### src/rtl/keccak_absorb_ctrl.sv
// Absorb-phase front end for the Keccak core: packs 64-bit message words into
// rate-wide blocks, bit-reverses each byte, and applies pad10*1 on the final block.
module keccak_absorb_ctrl #(
  parameter int DOUT_WIDTH = 256
) (
  input  logic                          clk,
  input  logic                          rst_n,
  input  logic                          in_valid,
  output logic                          in_ready,
  input  logic [63:0]                   in_data,
  input  logic                          in_last,
  input  logic [3:0]                    in_bytes,
  output logic                          blk_valid,
  input  logic                          blk_ready,
  output logic [1600-2*DOUT_WIDTH-1:0]  blk_data,
  output logic                          blk_last
);

  localparam int R     = 1600 - 2*DOUT_WIDTH;
  localparam int WORDS = R / 64;
  localparam int CW    = (WORDS > 1) ? $clog2(WORDS) : 1;
  localparam logic [CW-1:0] LAST_SLOT = CW'(WORDS - 1);

  typedef enum logic [1:0] {FILL, EMIT, EXTRA} state_t;

  state_t          state;
  logic [CW-1:0]   cnt;
  logic            extra_pend;

  logic [3:0]      nb;
  int unsigned     nb_u;
  int unsigned     cnt_u;
  logic [63:0]     stored;
  logic            full_last;
  logic            no_room;
  logic [R-1:0]    nxt;

  function automatic logic [63:0] byterev(input logic [63:0] d);
    logic [63:0] r;
    r = '0;
    for (int unsigned i = 0; i < 64; i++)
      r[(i/8)*8 + (7 - (i%8))] = d[i];
    return r;
  endfunction

  // Next buffer image for a word accepted at slot cnt; on the final word the
  // slots past cnt are rewritten with the pad10*1 tail.
  always_comb begin
    nb        = (in_bytes > 4'd8) ? 4'd8 : in_bytes;
    nb_u      = 32'(nb);
    cnt_u     = 32'(cnt);
    full_last = in_last && (nb == 4'd8);
    no_room   = full_last && (cnt == LAST_SLOT);
    stored    = byterev(in_data);
    if (in_last) begin
      for (int unsigned i = 0; i < 8; i++) begin
        if (i >= nb_u) stored[63-8*i -: 8] = '0;
      end
      for (int unsigned i = 0; i < 8; i++) begin
        if (i == nb_u) stored[63-8*i] = 1'b1;
      end
    end
    nxt = blk_data;
    for (int unsigned k = 0; k < WORDS; k++) begin
      if (k == cnt_u)
        nxt[R-1-64*k -: 64] = stored;
      else if (in_last && (k > cnt_u))
        nxt[R-1-64*k -: 64] = (full_last && (k == cnt_u + 1)) ? 64'h8000_0000_0000_0000 : '0;
    end
    if (in_last && !no_room) nxt[0] = 1'b1;
  end

  always_ff @(posedge clk) begin
    if (!rst_n) begin
      state      <= FILL;
      cnt        <= '0;
      extra_pend <= 1'b0;
      in_ready   <= 1'b0;
      blk_valid  <= 1'b0;
      blk_last   <= 1'b0;
      blk_data   <= '0;
    end else begin
      case (state)
        FILL: begin
          in_ready <= 1'b1;
          if (in_valid && in_ready) begin
            blk_data <= nxt;
            if (in_last || (cnt == LAST_SLOT)) begin
              state      <= EMIT;
              in_ready   <= 1'b0;
              blk_valid  <= 1'b1;
              cnt        <= '0;
              blk_last   <= in_last && !no_room;
              extra_pend <= no_room;
            end else begin
              cnt <= cnt + CW'(1);
            end
          end
        end
        EMIT: begin
          if (blk_ready) begin
            blk_valid <= 1'b0;
            if (extra_pend) begin
              state <= EXTRA;
            end else begin
              state    <= FILL;
              blk_data <= '0;
              blk_last <= 1'b0;
              cnt      <= '0;
              in_ready <= 1'b1;
            end
          end
        end
        EXTRA: begin
          blk_data   <= {1'b1, {(R-2){1'b0}}, 1'b1};
          blk_last   <= 1'b1;
          extra_pend <= 1'b0;
          blk_valid  <= 1'b1;
          state      <= EMIT;
        end
        default: state <= FILL;
      endcase
    end
  end

endmodule
### config.mk
export PLATFORM = sky130hd
export DESIGN_NAME = keccak_absorb_ctrl
export DESIGN_NICKNAME = d
export VERILOG_FILES = /design/src/rtl/keccak_absorb_ctrl.sv
export SDC_FILE = /design/constraint.sdc
export NUM_CORES = 2
export LEC_CHECK = 0
export CORE_AREA = 2 2 450 452
export CTS_CLUSTER_DIAMETER = 80
export DETAILED_ROUTE_END_ITERATION = 6
export DIE_AREA = 0 0 452 454
export DONT_BUFFER_PORTS = 1
export GPL_TIMING_DRIVEN = 0
export HOLD_SLACK_MARGIN = 0.02
export PLACE_DENSITY = 0.39
export SLEW_MARGIN = 40
export SYNTH_ARGS = -nofsm -noshare
export SYNTH_HDL_FRONTEND = slang
export SYNTH_SLANG_ARGS = --single-unit
export TNS_END_PERCENT = 1
### constraint.sdc
create_clock -name clk -period 4.03 [get_ports clk]
set_input_delay 0.806 -clock clk [delete_from_list [all_inputs] [get_ports clk]]
set_output_delay 0.806 -clock clk [all_outputs]
set_load 0.02 [all_outputs]
* Word level (Yosys, flattened, before mapping)
Cells that the tools add are included. W data, S select, Z words.
Cells by class: reductions and logical operators 68, add/sub/neg operators 2, order comparisons 25, multiplexer cells 99, equal/unequal tests 65
Operators by type and width (count):
- $mux W1088 | 3
- $pmux W1088 S3 | 1
- $mux W64 | 50
- $eq A4 B32 Y1 const A | 8
- $eq A3 B32 Y1 const A | 4
- $reduce_and A5 Y1 | 19
- $eq A2 B32 Y1 const A | 2
- $mux W8 | 8
- $ne A3 B3 Y1 const B | 16
- $eq A4 B5 Y1 const A | 8
- $gt A4 B5 Y1 const A | 8
- $logic_and A1 B1 Y1 | 36
- $eq A1 B32 Y1 const A | 1
- $mux W1 | 22
- $eq A3 B5 Y1 const A | 4
- $gt A3 B5 Y1 const A | 4
- $mux W5 | 4
- $eq A3 B4 Y1 const A | 4
- $ge A3 B4 Y1 const A | 4
- $eq A2 B5 Y1 const A | 2
- $gt A2 B5 Y1 const A | 2
- $ne A2 B2 Y1 const B | 5
- $pmux W5 S2 | 1
- $reduce_and A3 Y1 | 3
- 30 further kinds | 40
Word-level totals: bits in registers 1099, output and inout port bits 1091

* Depth between registers and ports, before layout
depth in word-level cells 11, depth in mapped cells 11

* Worst setup path before layout
Ideal clock, no wire load.
kind reg2reg, start register cnt[1], end register blk_data[520], library setup time 65 ps, setup slack 1690 ps, stages on the path, launching flop included 12, required time 3965 ps, period minus slack after synthesis 2340 ps, arrival time 2275 ps, path buffers 4, cells stage by stage dfxtp_1 clkbuf_1 buf_2 inv_1 ha_1 nand4bb_1 nand2_1 o21ai_1 clkbuf_1 clkbuf_1 a22oi_1 nor2_1
Between the ends: word-level cells in the longest chain between the ends 4, elaborated cells on any way between the ends 8, those cells by class 1 x order compare; 2 x eq/ne; 3 x mux; 2 x reduce/logical
RTL lines:
- from (decl) | line 27 | logic [CW-1:0] cnt;
- from (signal assigned) | line 96 | cnt <= cnt + CW'(1);
- $gt A4 B5 Y1 or $eq A4 B5 Y1 (tied branches) | line 67, 65
- $logic_and A1 B1 Y1 or $mux W64 (tied branches) | line 67, 65
- $ne A3 B3 Y1 (no source line) or $mux W1088 (tied branches)
- $reduce_and A5 Y1 (no source line) or $pmux W1088 S3 (tied branches)
- to (signal assigned) | line 87 | blk_data <= nxt;
- to (signal assigned) | line 115 | blk_data <= {1'b1, {(R-2){1'b0}}, 1'b1};
- to (decl) | line 15 | output logic [1600-2*DOUT_WIDTH-1:0] blk_data,
Several ways; a longest one is shown, not always the timed one. The select of a mux whose other input is x is not followed. A chain may end at the register's enable or synchronous reset.

* Worst setup path in the final report
start register state[0], end register blk_data[489]
Between the ends: word-level cells in the longest chain between the ends 3, elaborated cells on any way between the ends 10, those cells by class 6 x eq/ne; 1 x mux; 3 x reduce/logical
RTL lines:
- from (decl) | line 26 | state_t state;
- from (signal assigned) | line 75 | state <= FILL;
- from (signal assigned) | line 89 | state <= EMIT;
- from (signal assigned) | line 104 | state <= EXTRA;
- $eq A2 B1 Y1, or another cell as far along | line 83 | case (state)
- $ne A2 B2 Y1 (no source line), or another cell as far along
- $reduce_and A5 Y1 (no source line)
Several ways; a longest one is shown, not always the timed one.

==> results.cfg <==
[route]
wirelength_um = 244100
routed_via_density = 4.892
drc = 0
first_iter_violations = 3556
wl_met1_um = 88740
num_vias = 34764
wl_per_cell_um = 34.35
wl_met2_um = 124700
drtAntennaViolNets = 0
dr.pass1.iters = 6
highest_layer = met5
met3WireLength_um = 20630

[status]
outcome = finished, final reports clean

[critical_path]
ff2ff_setup_slack_ns = 0.33
required_ns = 4.75
start_kind = register
crit_chain = inv_1 -> ha_1 -> clkbuf_2 -> a21oi_2 -> and2_1 -> clkbuf_1 -> buf_2 -> a22oi_1 -> nor2_1
cp-end-kind = register
setup.worst_path.class = reg -> reg
slowest_stage = a21oi_2
crit_buf_inv = 4
cpLargestDelayFamily = buffers and inverters
cp-startpoint = state[0]$_SDFFE_PN0P_
r2r-start = state[0]$_SDFFE_PN0P_
crit_fanout = 10
crit_arrival_ns = 4.42
timing.rr.end = blk_data[489]$_SDFFE_PN0P_
reg2regPathDepth = 9
max_stage_delay_ns = 0.70

[pwr]
p_per_area_mw_per_mm2 = 679.7
p_sw_uw = 12420
p_sw_share_pct = 38.52
finalPower_uw = 32240
p_int_uw = 19820
seqPwrFrac_pct = 35.7
power_frac_clock_pct = 40.1
combPwrFrac_pct = 24.2
p_leak_uw = 0.01657
peakVddDrop_mv = 0.4364

[cells_and_area]
seq_area_mm2 = 0.02200
syn2layout_area_growth_pct = 22.90
layout_common_cells = dfxtp_1, nor2_1, a22oi_1, buf_2, clkbuf_1
multi_input_area_mm2 = 0.01457
layout-drive-gt1-share_pct = 13.87
nets = 4391
final_common_cell = dfxtp_1
fill_cells = 21838
fin_cells = 7106

[sta]
finalClockSkew_ns = 0.02545
finalHoldWorstSlack_ns = 0.2517
rsz0062_at_grt = no
final_hold_viol_count = 0
setup_viol = 0
setup_tns_ns = 0
max_slew_margin_pct = 39.40
fin_crit_sh_pct = 91.73
worstMarginPinSlew_ns = 0.9090
fin_crit_ns = 3.697
timing.fmax_ghz = 0.2705
slew_viol_final = 0

[run]
drv_cap = 0

[floorplanning]
start_util_pct = 19.21
die_h_um = 454
io_pins = 1164
coreArea_mm2 = 0.2009
dieArea_mm2 = 0.2052
die_w_um = 452
num_rows = 165

[clocking]
cts_resized = 0
cts.htree.levels = 4
clockRootBuffer = clkbuf_16
cts_buffer_depth = 3
numCtsBuffers = 139
clkSlewWorstSetupHoldPaths_ns = 0.06
cts_tree = yes
postCtsSetupRepairBufs = 0
clock_sinks = 1099
clk-insertion-delay-late_ns = 0.81
hold_buffers = 0

[yosys]
synth_largest_area_cell = dfxtp_1
netlist_area_mm2 = 0.03859
netlist_top_cells_area = dfxtp_1, a22oi_1, nor2_1
avgSynthCellArea_um2 = 9.305
synthCells = 4147
synth-seq-cells = 1099
synth_edf_count = 0
yosysTopAreaCellShare_pct = 57.02
synth.distinct_cells = 70
async_reset_ff_share_pct = 0
yosysSeqAreaShare_pct = 57.02
synth_warnings = 0
syn-num-nets = 4228
ys.flop_type = dfxtp_1

[grt]
grt_first_pass_wirelength_um = 315300
first_global_vias = 32120
overflow = 0
antenna_found_initial = 29
grt_max_degree = 17
track_usage_pct = 22.66

[min_path]
min_path_cells = 2
holdPathEnd = blk_valid$_SDFFE_PN0P_
hp-start = blk_ready
hold_class = in -> reg

[place]
dp_hpwl_um = 190300
dp_cells = 6841
place_congestion = 0.8705
port_buffers = 0
## final cells by class
| class | instances | area share, % |
|---|---|---|
| Antenna cell | 14 | 0.07387 |
| Tap cell | 2672 | 7.049 |
| Sequential cell | 1099 | 46.39 |
| Inverter | 10 | 0.07915 |
| Clock inverter | 56 | 1.422 |
| Timing Repair Buffer | 22 | 1.024 |
| Multi-Input combinational cell | 2550 | 30.71 |
| Buffer | 488 | 4.809 |
| Clock buffer | 195 | 8.442 |
## routing by layer
layer  up-vias  track usage, %
met5         -               0
met3       343           6.774
met4         8           8.915
met2      1726           40.68
met1     17699           24.87
li1      14988               -
## Yosys cell counts, types with 3 or more instances
library cell / n
a211o_1: 3
a21boi_0: 3
a21o_1: 3
a21oi_1: 88
a22oi_1: 1009
a31oi_1: 8
a32oi_1: 4
and2_1: 62
and3_1: 4
buf_2: 226
buf_4: 12
clkbuf_1: 246
dfxtp_1: 1099
ha_1: 8
inv_1: 9
mux2i_1: 5
nand2_1: 155
nand2b_1: 12
nand3_1: 18
nand4_1: 4
nor2_1: 1041
nor2_2: 11
nor2b_1: 6
nor3_1: 6
nor3b_1: 4
nor4_1: 4
o21a_1: 5
o21ai_0: 11
o21ai_1: 7
o21ai_2: 3
o31ai_1: 14
or3_1: 5
## kinds of logic (layout without fill, tap and decap cells)
family	after synthesis	count (layout)	share of synthesized area (%)
and+or+nand+nor	1353	1353	14.38
buffers and inverters	498	771	5.733
AOI/OAI and AO/OA	1184	1184	22.48
muxes	5	5	0.1297
adders and majority gates	8	8	0.2594
DFF	1099	1099	57.02
other	0	14	0
## sequential cells by signal, indices dropped and copies added (netlist names)
signal	count
blk_last	1
extra_pend	1
state	2
in_ready	1
blk_valid	1
cnt	5
blk_data	1088
## through the flow
stage	utilization, %	setup WS [ns]	area, µm²
after floorplan	-	1.690	38590
after global placement	20.87	-1.148	41930
after detailed placement	21.26	0.2290	42710
after CTS	23.59	0.2042	47390
after global routing	23.60	0.08500	47400
final	23.61	0.3332	47430
## power groups by stage
stage          clock network (µW)  registers, µW  logic [µW]
2_1_floorplan                   0          11600        3250
6_report                    12900          11500        7810
3_5_place_dp                    0          11800        8000
3_3_place_gp                    0          11700        7680
4_1_cts                     13200          11500        8010
5_1_grt                     13600          11500        8200
## how the worst max path moves through the flow
stage / slack, ns / endpoint / cells after the start
after CTS: 0.20 / blk_data[188]$_SDFFE_PN0P_ / 10
final: 0.33 / blk_data[489]$_SDFFE_PN0P_ / 9
after global placement: -1.15 / blk_data[859]$_SDFFE_PN0P_ / 9
after floorplan: 1.69 / blk_data[520]$_SDFFE_PN0P_ / 11
after global routing: 0.09 / blk_data[186]$_SDFFE_PN0P_ / 10
after detailed placement: 0.23 / blk_data[188]$_SDFFE_PN0P_ / 10
Note: power is estimated with default switching activity, not from simulation.
